$ cat src/rtl/run_monitor.sv
// run_monitor: per-channel event counters plus a run-cycle watchdog that
// declare DONE or TIMEOUT and pulse finish_req on entry to either.
module run_monitor #(
    parameter int          CHANNELS = 4,
    parameter int          WIDTH    = 32,
    parameter int unsigned TERMINAL = 3,
    parameter int unsigned TIMEOUT  = 100
) (
    input  logic                      clk,
    input  logic                      reset_l,
    input  logic                      start,
    input  logic                      stop,
    input  logic [CHANNELS-1:0]       ch_event,
    output logic [CHANNELS*WIDTH-1:0] count_o,
    output logic [WIDTH-1:0]          cycles_o,
    output logic [1:0]                state_o,
    output logic                      done,
    output logic                      timeout,
    output logic                      finish_req
);
    typedef enum logic [1:0] {S_IDLE, S_RUN, S_DONE, S_TMO} state_t;

    localparam logic [WIDTH-1:0] TERM_W = WIDTH'(TERMINAL);
    localparam logic [WIDTH-1:0] TMO_W  = WIDTH'(TIMEOUT);
    localparam logic [WIDTH-1:0] MAX    = '1;
    localparam logic [WIDTH-1:0] ONE    = WIDTH'(1);

    state_t                             state, state_nx;
    logic [CHANNELS-1:0][WIDTH-1:0]     cnt;
    logic [WIDTH-1:0]                   cycles;
    logic                               all_done, clear, advance;

    always_comb begin
        all_done = 1'b1;
        for (int i = 0; i < CHANNELS; i++) all_done = all_done && (cnt[i] >= TERM_W);
    end

    always_ff @(posedge clk or negedge reset_l) begin
        if (!reset_l) begin
            state      <= S_IDLE;
            finish_req <= 1'b0;
        end else begin
            state      <= state_nx;
            finish_req <= (state == S_RUN) && (state_nx == S_DONE || state_nx == S_TMO);
        end
    end

    // Completion outranks the watchdog, which outranks an abandon request.
    always_comb begin
        state_nx = state;
        case (state)
            S_IDLE:  state_nx = start ? S_RUN : S_IDLE;
            S_RUN:   state_nx = all_done ? S_DONE : (cycles >= TMO_W) ? S_TMO : stop ? S_IDLE : S_RUN;
            default: state_nx = start ? S_RUN : stop ? S_IDLE : state;
        endcase
    end

    always_comb begin
        state_o = state;
        done    = state == S_DONE;
        timeout = state == S_TMO;
    end

    assign clear   = (state != S_RUN) && start;
    assign advance = (state == S_RUN) && (state_nx == S_RUN);

    always_ff @(posedge clk or negedge reset_l) begin
        if (!reset_l) begin
            cycles <= '0;
            cnt    <= '0;
        end else if (clear) begin
            cycles <= '0;
            cnt    <= '0;
        end else if (advance) begin
            cycles <= (cycles == MAX) ? cycles : cycles + ONE;
            for (int i = 0; i < CHANNELS; i++)
                cnt[i] <= (ch_event[i] && cnt[i] != MAX) ? cnt[i] + ONE : cnt[i];
        end
    end

    assign count_o  = cnt;
    assign cycles_o = cycles;

    a_excl: assert property (@(posedge clk) disable iff (!reset_l) !(done && timeout));
    a_pulse: assert property (@(posedge clk) disable iff (!reset_l) finish_req |=> !finish_req);
    a_frozen: assert property (@(posedge clk) disable iff (!reset_l)
        (state != S_RUN && !start) |=> ($stable(count_o) && $stable(cycles_o)));
    c_done: cover property (@(posedge clk) disable iff (!reset_l) state == S_DONE);
    c_tmo: cover property (@(posedge clk) disable iff (!reset_l) state == S_TMO);
endmodule

$ cat config.mk
export PLATFORM = sky130hd
export DESIGN_NAME = run_monitor
export DESIGN_NICKNAME = d
export VERILOG_FILES = /design/src/rtl/run_monitor.sv
export SDC_FILE = /design/constraint.sdc
export NUM_CORES = 1
export LEC_CHECK = 0
export BUFFER_PORTS_ARGS = -buffer_cell sky130_fd_sc_hd__buf_2
export CORE_MARGIN = 1.5
export CORE_UTILIZATION = 57
export CTS_BUF_LIST = sky130_fd_sc_hd__clkbuf_4 sky130_fd_sc_hd__clkbuf_8
export CTS_CLUSTER_DIAMETER = 150
export DETAILED_ROUTE_END_ITERATION = 10
export GPL_TIMING_DRIVEN = 0
export PLACE_DENSITY = 0.87
export SYNTH_ARGS = -nofsm -noshare
export SYNTH_HDL_FRONTEND = slang
export SYNTH_SLANG_ARGS = --single-unit
$ cat constraint.sdc
create_clock -name clk -period 3.3 [get_ports clk]
set_clock_uncertainty 0.05 [all_clocks]
set_input_delay 0.165 -clock clk [delete_from_list [all_inputs] [get_ports clk]]
set_output_delay 0.165 -clock clk [all_outputs]
set_load 0.005 [all_outputs]
### Yosys cells after proc, flatten, opt, wreduce, memory -nomap -nowiden

Index checks and enable logic that the tools add are counted.

* add/subtract/negate cells: 5
* magnitude comparators: 5
* eq/ne operators: 13
* muxes and demuxes: 16
* reduce and logical (&&, ||, !) cells: 22

Operators by type and width (number)
* 128-bit two-way mux: 2
* 32-bit two-way mux: 7
* 32-bit by 1-bit adder with 32-bit output (second input constant): 5
* 32-bit by 2-bit greater-or-equal comparator with 1-bit output (second input constant): 4
* 32-bit inequality test (second input constant): 4
* 32-bit == test (second input constant): 1
* 32-bit by 7-bit greater-or-equal comparator with 1-bit output (second input constant): 1
* 1-bit logical AND: 10
* 2-bit AND reduction: 5
* 2-bit nonzero test: 5
* 2-bit == test (second input constant): 4
* 2-bit two-way mux: 4
* 2-bit by 1-bit == test with 1-bit output (second input constant): 2
* 2-bit case mux with 2 select lines: 1
* 2-bit logical NOT: 1
* 1-bit two-way mux: 2
* 2-bit by 1-bit inequality test with 1-bit output (second input constant): 1
* 2-bit inequality test (second input constant): 1
* 1-bit logical OR: 1

* bits in registers: 163
* bits of input ports: 8
* output and inout bits: 165
* word-level logic and storage cells: 68

### Longest topological paths before layout

* depth after elaboration: 10
* depth in mapped cells: 10
* mapped depth without buffers: 8

### Worst setup path before layout

Ideal clock, no wire load.

* path type: register to register
* from: register cnt, in the netlist count_o[96]
* to: register cnt, in the netlist count_o[92]
* setup time: 0.078 ns
* arrival: 2.378 ns
* required time: 3.172 ns
* path slack: 0.794 ns
* cell stages (with the launch flop): 9
* path buffers: 1
* clock period less this slack: 2.506 ns
* cells stage by stage: dfrtp_1 -> ha_1 -> nor4_1 -> nand4_1 -> o22ai_4 -> o211ai_1 -> buf_2 -> or4_1 -> a21oi_1

* word-level cells in the longest chain between the ends: 8

Ends and longest elaborated chain
* start: declaration: line 29 `logic [CHANNELS-1:0][WIDTH-1:0] cnt;`
* start signal: indexed assignment: line 77 `cnt[i] <= (ch_event[i] && cnt[i] != MAX) ? cnt[i] + ONE : cnt[i];`
* 32-bit by 2-bit greater-or-equal comparator with 1-bit output: line 35 `for (int i = 0; i < CHANNELS; i++) all_done = all_done && (cnt[i] >= TERM_W);`
* 1-bit logical AND: line 35
* 2-bit two-way mux: line 53 `S_RUN: state_nx = all_done ? S_DONE : (cycles >= TMO_W) ? S_TMO : stop ? S_IDLE : S_RUN;`
* 2-bit case mux with 2 select lines: line 51 `case (state)`
* 2-bit by 1-bit == test with 1-bit output: line 65 `assign advance = (state == S_RUN) && (state_nx == S_RUN);`
* 1-bit logical AND: line 65
* 2-bit nonzero test (no line)
* 2-bit AND reduction (no line)

No other way between the ends.
A chain may end at the register's enable or synchronous reset.

### Worst setup path in the final report

* from: register cnt, in the netlist count_o[96]
* to: register cnt, in the netlist count_o[63]

Same word-level chain as after synthesis.

==> results.sh <==
export IMPL_grt_busiest_layer="met2"
export IMPL_core_um2=14600
export IMPL_setup_viol=0
export IMPL_drive_gt1_share_pct=20.3
export IMPL_cts_root_buf="clkbuf_8"
export IMPL_path_cells="ha_1 > nor4_1 > nand4_1 > o22ai_4 > buf_4 > o2111ai_1 > buf_2 > nor2_1 > xnor2_1 > nor2_1"
export IMPL_hp_class="input pin to flop"
export IMPL_dieWidth_um=125
export IMPL_mostFrequentLayoutCells="buf_2 (179), dfrtp_1 (163), nor2_1 (127)"
export IMPL_cp_slowest_cell="dfrtp_1"
export IMPL_grt_pass1_vias=7560
export IMPL_grt_usage_pct=30.8
export IMPL_netlist_instances=938
export IMPL_grt_util_met1_pct=44.3
export IMPL_status="finished, final reports clean"
export IMPL_end_kind="flop"
export IMPL_clkSinkCount=163
export IMPL_synth_area_per_cell_um2=9.09
export IMPL_finalHoldViolations=0
export IMPL_postRouteAntennaNets=0
export IMPL_syn_area_um2=8530
export IMPL_routedWlPerCell_um=17.7
export IMPL_setup_ws_ns=0.228
export IMPL_fin_util_pct=69.9
export IMPL_h_tree_depth=4
export IMPL_die_area_um2=15700
export IMPL_fin_crit_ns=3.07
export IMPL_critPathKind="flop to flop"
export IMPL_io_pins=173
export IMPL_clockBufferDepth=2
export IMPL_drv_slew=0
export IMPL_cp_data_arrival_time_ns=3.37
export IMPL_port_buffers=172
export IMPL_synth_cell_types=48
export IMPL_power_density_nw_per_um2=404
export IMPL_syn_num_nets=952
export IMPL_drtIter0Drc=934
export IMPL_clk_pin_slew_ns=0.08
export IMPL_synth_area_leaders="dfrtp_1 (48%), xnor2_1 (8.4%), nor2_1 (5.6%), nor4_1 (4.2%), nand3_1 (3.7%)"
export IMPL_async_flop_share_pct=100
export IMPL_max_stage_delay_ns=0.45
export IMPL_rsz0062_at_grt="false"
export IMPL_drc=0
export IMPL_tightest_slew_ns=0.763
export IMPL_max_vdd_ir_drop_v=0.000229
export IMPL_antenna_found_initial=0
export IMPL_via_per_inst=6.12
export IMPL_synth_top_area_cell="dfrtp_1"
export IMPL_critPathMaxFanout=10
export IMPL_mostFrequentLayoutCell="buf_2"
export IMPL_ys_seq_area_share_pct=47.8
export IMPL_drtPass1Iterations=5
export IMPL_power_internal_mw=3.11
export IMPL_dp_cells=1295
export IMPL_final_cells=1334
export IMPL_wl_mm=23.6
export IMPL_p_sw_share_pct=24.5
export IMPL_grtUsageMet2_pct=46.8
export IMPL_synth_edf_count=0
export IMPL_combPwrFrac_pct=7.9
export IMPL_max_slew_margin_pct=48.8
export IMPL_fmax_ghz=0.325
export IMPL_grt_max_degree=94
export IMPL_tritoncts="done"
export IMPL_crit_top_cell="nor2_1"
export IMPL_min_period_over_period_pct=93.1
export IMPL_nets=1151
export IMPL_overflow=0
export IMPL_diodes=0
export IMPL_synth_seq_cells=163
export IMPL_p_seq_share_pct=50.2
export IMPL_dp_worst_setup_slack_ns=0.201
export IMPL_maxCapViolations=0
export IMPL_power_frac_clock_pct=41.9
export IMPL_p_sw_mw=1.01
export IMPL_worstSetupStartpointType="flop"
export IMPL_synth_top_area_share_pct=47.8
export IMPL_synthToLayoutAreaGrowth_pct=19.5
export IMPL_synth_ff_type="dfrtp_1"
export IMPL_gp_congestion=0.901
export IMPL_required_ns=3.60
export IMPL_place_hpwl_mm=16.6
export IMPL_initial_core_util_pct=58.5
export IMPL_grt_pass1_wl_mm=38.9
export IMPL_clock_latency_ns=0.48
export IMPL_vias=8166
export IMPL_yosysWarnings=0
export IMPL_grt_use_met3_pct=6.63
export IMPL_die_h_um=125
export IMPL_cts_buffers_inserted=17
export IMPL_std_cell_rows=44
export IMPL_p_leak_nw=4.72
final timing paths:
path / from / endpoint / slack [ns] / depth (start not counted)
hold / removal: stop / state_o[0] / 0.04 / 4
max in group asynchronous: reset_l / count_o[104] / 2.17 / 3
setup / recovery: count_o[96] / count_o[63] / 0.23 / 10
min in group asynchronous: reset_l / count_o[51] / 0.17 / 2
setup reg to reg: count_o[96] / count_o[63] / 0.23 / 10
hold reg to reg: cycles_o[23] / cycles_o[23] / 0.46 / 1
cells by family (layout without fill, tap and decap cells):
family	count (synthesis)	after routing	synth area share, %
buf+inv	63	275	2.99
fa+ha+maj	6	6	0.880
compound gates	98	98	7.41
flops	163	163	47.8
mux	6	6	0.704
xor+xnor	86	86	8.83
simple gates	516	516	31.4
routing by layer:
metal / wire length, um / share of wire [%]
met1: 10200 / 43
met2: 11100 / 47
met4: 423 / 1.8
met5: 0 / 0
met3: 1910 / 8.1
cell type report:
class | count | area, um2
Timing Repair Buffer | 180 | 958
Sequential cell | 163 | 4080
Clock buffer | 23 | 304
Buffer | 39 | 165
Multi-Input combinational cell | 712 | 4190
Fill cell | 1155 | 4390
Tap cell | 184 | 230
Inverter | 24 | 90.1
Clock inverter | 9 | 174
Yosys cell counts (2+ instances only):
cell type	number
nand3_1	63
nor2_1	127
nand2_1	69
o21ai_0	32
and2_1	33
mux2i_1	6
clkbuf_1	27
o211ai_1	5
xnor2_1	82
nor3_1	49
nand2b_1	5
buf_1	2
a31oi_1	3
o22ai_4	2
o211ai_4	2
ha_1	6
and4_1	4
nor4_1	57
xor2_1	4
nor4_2	4
inv_1	24
or4_1	8
o311ai_0	2
nor2b_1	3
and3_1	17
o31ai_1	8
nand4_1	43
dfrtp_1	163
buf_2	8
a21oi_1	36
or3_1	27
sequential cells by signal, summed over array words and instances (netlist names):
signal and count:
count_o 128, cycles_o 32, finish_req 1, state_o 2
power groups by stage:
stage	sequential, mW	combinational [mW]	clock, mW
2_1_floorplan	2.11	0.158	0
3_3_place_gp	2.11	0.310	0
3_5_place_dp	2.11	0.323	0
4_1_cts	2.07	0.327	1.73
5_1_grt	2.08	0.361	1.83
6_report	2.07	0.324	1.73
through the flow:
stage	instance area (um2)	hold WS (ns)	setup TNS, ns	total power [mW]
CTS	10200	0.0228	0	4.13
finish	10200	0.0398	0	4.12
floorplan	8530	-0.181	0	2.26
global route	10200	0.0787	0	4.27
global placement	9620	0.438	-59.12	2.42
detailed placement	9660	0.105	0	2.43
repair_timing:
item                                    in CTS  in global routing
hold buffers                                 3                  0
gates resized for setup                      0                  0
buffers inserted                             0                  4
endpoints found under the setup margin       0                  3
endpoints found under the hold margin       71                  0
worst max-delay path, delay by kind of cell (launching register included):
kind,cells,cell delay (ns)
compound gates,2,0.64
simple gates,4,0.84
buf+inv,2,0.52
flops,1,0.45
fa+ha+maj,1,0.30
xor+xnor,1,0.14
Power figures use the tool's default switching activity.
